**src/rtl/alu_pkg.sv**
```systemverilog
// Shared encodings for the execute unit: ALUOp, funct3 codes, internal op set
// and divider sequencing states.
package alu_pkg;

    localparam logic [1:0] ALUOP_ADD = 2'b00;
    localparam logic [1:0] ALUOP_SUB = 2'b01;

    localparam logic [2:0] F3_ADD  = 3'b000;
    localparam logic [2:0] F3_SLL  = 3'b001;
    localparam logic [2:0] F3_SLT  = 3'b010;
    localparam logic [2:0] F3_SLTU = 3'b011;
    localparam logic [2:0] F3_XOR  = 3'b100;
    localparam logic [2:0] F3_SR   = 3'b101;
    localparam logic [2:0] F3_OR   = 3'b110;
    localparam logic [2:0] F3_AND  = 3'b111;

    localparam logic [2:0] F3_MUL    = 3'b000;
    localparam logic [2:0] F3_MULH   = 3'b001;
    localparam logic [2:0] F3_MULHSU = 3'b010;
    localparam logic [2:0] F3_MULHU  = 3'b011;
    localparam logic [2:0] F3_DIV    = 3'b100;
    localparam logic [2:0] F3_DIVU   = 3'b101;
    localparam logic [2:0] F3_REM    = 3'b110;
    localparam logic [2:0] F3_REMU   = 3'b111;

    typedef enum logic [4:0] {
        OP_ADD, OP_SUB, OP_SLL, OP_SLT, OP_SLTU, OP_XOR, OP_SRL, OP_SRA, OP_OR, OP_AND,
        OP_MUL, OP_MULH, OP_MULHSU, OP_MULHU, OP_DIV, OP_DIVU, OP_REM, OP_REMU
    } op_e;

    typedef enum logic [1:0] {
        ST_IDLE    = 2'd0,
        ST_DIV_RUN = 2'd1,
        ST_DIV_FIX = 2'd2
    } div_state_e;

    function automatic op_e decode_op(input logic [1:0] aluop, input logic [2:0] f3,
                                      input logic f7b5, input logic f7b0, input logic opb5);
        op_e op;
        op = OP_ADD;
        if (aluop == ALUOP_SUB) begin
            op = OP_SUB;
        end else if (aluop[1] && opb5 && f7b0) begin
            case (f3)
                F3_MUL:    op = OP_MUL;
                F3_MULH:   op = OP_MULH;
                F3_MULHSU: op = OP_MULHSU;
                F3_MULHU:  op = OP_MULHU;
                F3_DIV:    op = OP_DIV;
                F3_DIVU:   op = OP_DIVU;
                F3_REM:    op = OP_REM;
                default:   op = OP_REMU;
            endcase
        end else if (aluop[1]) begin
            case (f3)
                F3_ADD:  op = (f7b5 && opb5) ? OP_SUB : OP_ADD;
                F3_SLL:  op = OP_SLL;
                F3_SLT:  op = OP_SLT;
                F3_SLTU: op = OP_SLTU;
                F3_XOR:  op = OP_XOR;
                F3_SR:   op = f7b5 ? OP_SRA : OP_SRL;
                F3_OR:   op = OP_OR;
                default: op = OP_AND;
            endcase
        end
        return op;
    endfunction

endpackage

```
**src/rtl/mdu_divider.sv**
```systemverilog
// Iterative radix-2 restoring divider; operands are made non-negative at start
// and the signs are restored in the FIX cycle.
//   state      | meaning
//   ST_IDLE    | waiting for start
//   ST_DIV_RUN | one shift-subtract step per cycle, count XLEN-1 down to 0
//   ST_DIV_FIX | sign correction, result valid on finish
module mdu_divider
    import alu_pkg::*;
#(
    parameter int XLEN = 32
) (
    input  logic            clk,
    input  logic            reset,
    input  logic            start,
    input  logic            is_signed,
    input  logic            want_rem,
    input  logic [XLEN-1:0] a,
    input  logic [XLEN-1:0] b,
    output logic            busy,
    output logic            finish,
    output logic [XLEN-1:0] result
);
    localparam int CW = $clog2(XLEN);

    div_state_e      state;
    logic [CW-1:0]   count;
    logic [XLEN-1:0] rem, quo, dvs;
    logic            neg_q, neg_r, sel_rem;
    logic [XLEN:0]   rem_sh, diff;
    logic [XLEN-1:0] q_fix, r_fix;

    // diff[XLEN] set means the trial subtraction went negative: restore.
    assign rem_sh = {rem, quo[XLEN-1]};
    assign diff   = rem_sh - {1'b0, dvs};
    assign q_fix  = neg_q ? -quo : quo;
    assign r_fix  = neg_r ? -rem : rem;
    assign result = sel_rem ? r_fix : q_fix;
    assign busy   = (state != ST_IDLE);
    assign finish = (state == ST_DIV_FIX);

    always_ff @(posedge clk or posedge reset) begin
        if (reset) begin
            state   <= ST_IDLE;
            count   <= '0;
            rem     <= '0;
            quo     <= '0;
            dvs     <= '0;
            neg_q   <= 1'b0;
            neg_r   <= 1'b0;
            sel_rem <= 1'b0;
        end else begin
            case (state)
                ST_IDLE: begin
                    if (start) begin
                        rem     <= '0;
                        quo     <= (is_signed && a[XLEN-1]) ? -a : a;
                        dvs     <= (is_signed && b[XLEN-1]) ? -b : b;
                        neg_q   <= is_signed && (a[XLEN-1] ^ b[XLEN-1]);
                        neg_r   <= is_signed && a[XLEN-1];
                        sel_rem <= want_rem;
                        count   <= CW'(XLEN - 1);
                        state   <= ST_DIV_RUN;
                    end
                end
                ST_DIV_RUN: begin
                    if (diff[XLEN]) begin
                        rem <= rem_sh[XLEN-1:0];
                        quo <= {quo[XLEN-2:0], 1'b0};
                    end else begin
                        rem <= diff[XLEN-1:0];
                        quo <= {quo[XLEN-2:0], 1'b1};
                    end
                    if (count == '0) state <= ST_DIV_FIX;
                    else             count <= count - 1'b1;
                end
                default: state <= ST_IDLE;
            endcase
        end
    end

endmodule

```
**src/rtl/alu_mdu_exec.sv**
```systemverilog
// Execute stage: internal ALU decode, single-cycle ALU and multiplier, and an
// iterative divider behind a valid/ready handshake.
module alu_mdu_exec
    import alu_pkg::*;
#(
    parameter int XLEN = 32,
    parameter int SHW  = $clog2(XLEN)
) (
    input  logic            clk,
    input  logic            reset,
    input  logic            valid_i,
    output logic            ready_o,
    input  logic [1:0]      ALUOp,
    input  logic [2:0]      funct3,
    input  logic            funct7b5,
    input  logic            funct7b0,
    input  logic            opb5,
    input  logic [XLEN-1:0] a_i,
    input  logic [XLEN-1:0] b_i,
    output logic [XLEN-1:0] result_o,
    output logic            zero_o,
    output logic            done_o
);
    localparam logic [XLEN-1:0] MIN_VAL = {1'b1, {(XLEN-1){1'b0}}};

    op_e               op;
    logic              accept, is_div, div_signed, div_rem, div_special, div_start;
    logic              b_zero, div_ovf, sa, sb;
    logic [SHW-1:0]    shamt;
    logic [2*XLEN-1:0] prod;
    logic [XLEN-1:0]   alu_res, div_res;
    logic              div_busy, div_finish;

    assign op          = decode_op(ALUOp, funct3, funct7b5, funct7b0, opb5);
    assign accept      = valid_i && ready_o;
    assign ready_o     = !div_busy;
    assign is_div      = (op == OP_DIV) || (op == OP_DIVU) || (op == OP_REM) || (op == OP_REMU);
    assign div_signed  = (op == OP_DIV) || (op == OP_REM);
    assign div_rem     = (op == OP_REM) || (op == OP_REMU);
    assign b_zero      = (b_i == '0);
    assign div_ovf     = div_signed && (a_i == MIN_VAL) && (b_i == '1);
    assign div_special = is_div && (b_zero || div_ovf);
    assign div_start   = accept && is_div && !div_special;
    assign shamt       = b_i[SHW-1:0];

    // Sign/zero-extend both operands to 2*XLEN so one multiplier covers all variants.
    assign sa   = a_i[XLEN-1] && ((op == OP_MULH) || (op == OP_MULHSU));
    assign sb   = b_i[XLEN-1] && (op == OP_MULH);
    assign prod = {{XLEN{sa}}, a_i} * {{XLEN{sb}}, b_i};

    always_comb begin
        alu_res = '0;
        case (op)
            OP_ADD:    alu_res = a_i + b_i;
            OP_SUB:    alu_res = a_i - b_i;
            OP_SLL:    alu_res = a_i << shamt;
            OP_SLT:    alu_res = {{(XLEN-1){1'b0}}, ($signed(a_i) < $signed(b_i))};
            OP_SLTU:   alu_res = {{(XLEN-1){1'b0}}, (a_i < b_i)};
            OP_XOR:    alu_res = a_i ^ b_i;
            OP_SRL:    alu_res = a_i >> shamt;
            OP_SRA:    alu_res = $signed(a_i) >>> shamt;
            OP_OR:     alu_res = a_i | b_i;
            OP_AND:    alu_res = a_i & b_i;
            OP_MUL:    alu_res = prod[XLEN-1:0];
            OP_MULH, OP_MULHSU, OP_MULHU: alu_res = prod[2*XLEN-1:XLEN];
            default: begin
                if (b_zero)       alu_res = div_rem ? a_i : '1;
                else if (div_ovf) alu_res = div_rem ? '0 : MIN_VAL;
            end
        endcase
    end

    mdu_divider #(.XLEN(XLEN)) u_div (
        .clk       (clk),
        .reset     (reset),
        .start     (div_start),
        .is_signed (div_signed),
        .want_rem  (div_rem),
        .a         (a_i),
        .b         (b_i),
        .busy      (div_busy),
        .finish    (div_finish),
        .result    (div_res)
    );

    // Divider is never in FIX while an accept is possible, so the two loads cannot collide.
    always_ff @(posedge clk or posedge reset) begin
        if (reset) begin
            result_o <= '0;
            zero_o   <= 1'b1;
            done_o   <= 1'b0;
        end else begin
            done_o <= 1'b0;
            if (div_finish) begin
                result_o <= div_res;
                zero_o   <= (div_res == '0);
                done_o   <= 1'b1;
            end else if (accept && !div_start) begin
                result_o <= alu_res;
                zero_o   <= (alu_res == '0);
                done_o   <= 1'b1;
            end
        end
    end

endmodule

```
**config.mk**
```make
export PLATFORM = sky130hd
export DESIGN_NAME = alu_mdu_exec
export DESIGN_NICKNAME = d
export VERILOG_FILES = /design/src/rtl/alu_pkg.sv /design/src/rtl/mdu_divider.sv /design/src/rtl/alu_mdu_exec.sv
export SDC_FILE = /design/constraint.sdc
export NUM_CORES = 2
export LEC_CHECK = 0
export ABC_CLOCK_PERIOD_IN_PS = 6400
export CORE_MARGIN = 4
export CORE_UTILIZATION = 40
export CTS_CLUSTER_DIAMETER = 60
export DETAILED_ROUTE_END_ITERATION = 10
export PLACE_DENSITY = 0.64
export SLEW_MARGIN = 20
export SYNTH_ARGS = -nofsm -noshare
export SYNTH_HDL_FRONTEND = slang
export SYNTH_SLANG_ARGS = --single-unit
```
**constraint.sdc**
```tcl
create_clock -name clk -period 6.4 [get_ports clk]
set_input_delay 1.28 -clock clk [delete_from_list [all_inputs] [get_ports clk]]
set_output_delay 1.28 -clock clk [all_outputs]
set_load 0.1 [all_outputs]
```
==> summary.txt <==
Worst hold path
  – Hold crit path type: reg2reg

Global route
  – Pin count of the biggest net entering global routing: 105
  – First-pass GRT wire length: 425 mm
  – GR Overflow Total: 0
  – Initial antenna violation count: 19
  – Vias in the first global route: ~60000
  – Total Routing Usage GR: between 30 and 40%

Place
  – Port bufs: 109
  – Post-DP HPWL: approximately 250 mm
  – Final GP Congestion: around 1.1
  – Post-Place Cells: 9792

Layout
  – Fin cells: 9966
  – Filler Cell Count: approximately 14000
  – Net count, final: 9591
  – Syn-to-layout area delta: 27.7%
  – Most frequent cells in the layout: 1280 x inv_1, 1124 x buf_4, 1100 x fa_1, 1035 x nand2_1, 538 x nor2_1
  – Most common cell after layout, fill and taps aside: inv_1
  – Layout cells sized above 1: 23.7%

Yosys
  – Mapped Nets: 8625
  – Netlist Area Pre-Place: 58100 µm²
  – FF+latch count, synth: 140
  – Yosys warning total: 0
  – Syn avg cell area: 8.22 µm²
  – Dominant cells by area after synthesis: fa_1 39%, inv_1 8.7%, ha_1 7.5%, nand2_1 6.9%, dfrtp_1 6.0%
  – Yosys top cell area share: 38.8%
  – Main synth FF type: dfrtp_1
  – Syn Inst Count: 7074
  – Synth area leader: fa_1
  – Synth unique cells: 90
  – Async set-reset flop share out of synthesis: 100%
  – Sequential element share of the synthesized area: 6.03%
  – Number of synthesized flops with an enable pin: 0

Die
  – Die Wd: 389 µm
  – Die height: 389 µm
  – Standard-cell row count: 139
  – Initial Util: 40.4%
  – I/O pins: 110
  – Die area: about 150000 µm²
  – Placeable Area: ~140000 µm²

Timing
  – Fmax: 100 MHz
  – Crit share post-route: 156%
  – Setup violations, final: 33
  – Slew @ Worst Pin: 1160 ps
  – Rel. slew slack: 22.7%
  – RSZ-0062 raised after global routing: yes
  – Final Max Slew Viols: 0
  – Final hold violation count: 0
  – Setup slack after layout: -3600 ps
  – Clk_skew: 15.7 ps
  – Fin crit period: 10000 ps

Detailed routing
  – DR WL/cell: 29.8 µm
  – Vias: between 50000 and 60000
  – Antenna Nets Post-Route: 0
  – First DRT Iteration DRCs: around 6300
  – DR DRC count: 0
  – Vias per inst: 5.86
  – First drt pass iteration count: 6
  – Total Wirelength: 297 mm

CTS
  – CTS tree: built
  – H-tree levels: 4
  – Clock sink count: 140
  – Clock tree buffer depth: 2
  – Worst skew pair latency: ~440 ps
  – Total CTS buffers: 17
  – Worst-path clk slew: 80 ps
  – CTS Root Cell: clkbuf_16

Outcome
  – Failing checks: negative setup slack
  – Status: finished, violations left

Critical path
  – Worst path slowest cell: fa_1
  – Most used cell, CP: fa_1
  – Crit Path Max Fanout: 5
  – Crit Path Class: in2reg
  – Crit. End Element: flip-flop
  – CP Data Required Time: 6770 ps
  – CP Data Arrival Time: 10370 ps
  – Startpoint Class: input pin
  – CP peak stage delay: between 500 and 600 ps

Flow run
  – Max_cap viols: 0
## flip-flops by register name (all words and copies together), names as in the netlist
register,count
u_div.rem,32
u_div.neg_q,1
u_div.sel_rem,1
zero_o,1
u_div.dvs,32
u_div.count,5
u_div.neg_r,1
u_div.state,2
u_div.quo,32
result_o,32
done_o,1
## cell usage after synthesis, drive strengths merged, types with 12 or more instances
cell,instances
inv,1349
fa,1128
nand2,1075
nor2,556
ha,348
clkbuf,343
o21ai,282
a21oi,237
xnor2,170
dfrtp,139
buf,118
mux2i,108
nor3,93
nand3,70
nand4,64
a21o,62
xor2,59
a211oi,56
o31ai,45
o211ai,43
or3,43
mux4,42
a221o,37
a22oi,37
nand2b,35
nor4,35
o21a,31
a31oi,30
or4,30
nor2b,27
and2,26
o21bai,26
o41ai,25
and3,24
mux2,23
a221oi,21
o221ai,20
o22ai,18
o2111ai,16
or2,16
a2111oi,15
a211o,13
clkinv,12
## layer usage
metal  vias up  share of wire [%]  GRT usage [%]
met1     29700                 39           50.8
met5         -              0.031              0
met4        10                8.0           23.7
li1      24400                  -              -
met2      3457                 42           57.5
met3       850                 11           9.95
## what timing repair did
item | in CTS | in global routing
setup endpoints to repair | 33 | 67
gates cloned | 0 | 4
buffers inserted | 102 | 68
resized for setup | 395 | 249
hold buffers | 0 | 0
pin swaps | 172 | 179
## path summary, 6_finish.rpt
path | from | end | slack (ps) | cells after the start
worst max-delay path | funct3[2] | zero_o | -3600 | 38
worst min-delay path | u_div.dvs[29] | u_div.dvs[29] | 490 | 2
worst max register to register | u_div.quo[31] | u_div.rem[2] | 1440 | 15
worst min register to register | u_div.dvs[29] | u_div.dvs[29] | 490 | 2
max in group asynchronous | reset | result_o[14] | 3960 | 3
min in group asynchronous | reset | u_div.count[3] | 1390 | 2
## layout make-up
type	instances	area, µm²	area share [%]
Tap cell	1903	2380	3.21
Clock buffer	17	425	0.573
Antenna cell	10	25.0	0.0337
Inverter	1361	5160	6.95
Sequential cell	140	3510	4.72
Clock inverter	15	201	0.271
Multi-Input combinational cell	5113	50200	67.7
Timing Repair Buffer	1407	12300	16.6
## metrics by stage
stage / hold slack [ps] / area (µm²) / TNS (ps) / setup slack (ps) / util (%)
3_3_place_gp: 470 / 70000 / -133240 / -4780 / 48.6
3_5_place_dp: 473 / 70000 / -137400 / -4950 / 48.6
4_1_cts: 490 / 72900 / -142850 / -3440 / 50.7
2_1_floorplan: 450 / 58700 / -104890 / -4070 / -
5_1_grt: 530 / 74200 / -101020 / -3820 / 51.5
6_report: 487 / 74300 / -93940 / -3600 / 51.6
## critical path, delay by kind of cell
family	cells	cell delay (ps)
buffers and inverters	11	1260
adder cells (fa/ha/maj)	9	4240
AND/OR/NAND/NOR	12	2270
AO/OA/AOI/OAI	5	1040
multiplexers	1	210
## cell families (layout without fill, tap and decap cells)
logic type / count (synthesis) / in the layout / synth area share [%]
simple gates: 2129 / 2130 / 15.8
buf+inv: 1822 / 2800 / 11.8
fa+ha+maj: 1476 / 1476 / 46.3
compound gates: 1105 / 1105 / 12.7
xor+xnor: 229 / 229 / 3.45
mux: 173 / 173 / 3.93
flops: 140 / 140 / 6.03
other cells: 0 / 10 / 0
Power is not shown: default switching activity piles up to over one toggle a cycle in this logic, so the estimate is an artifact.
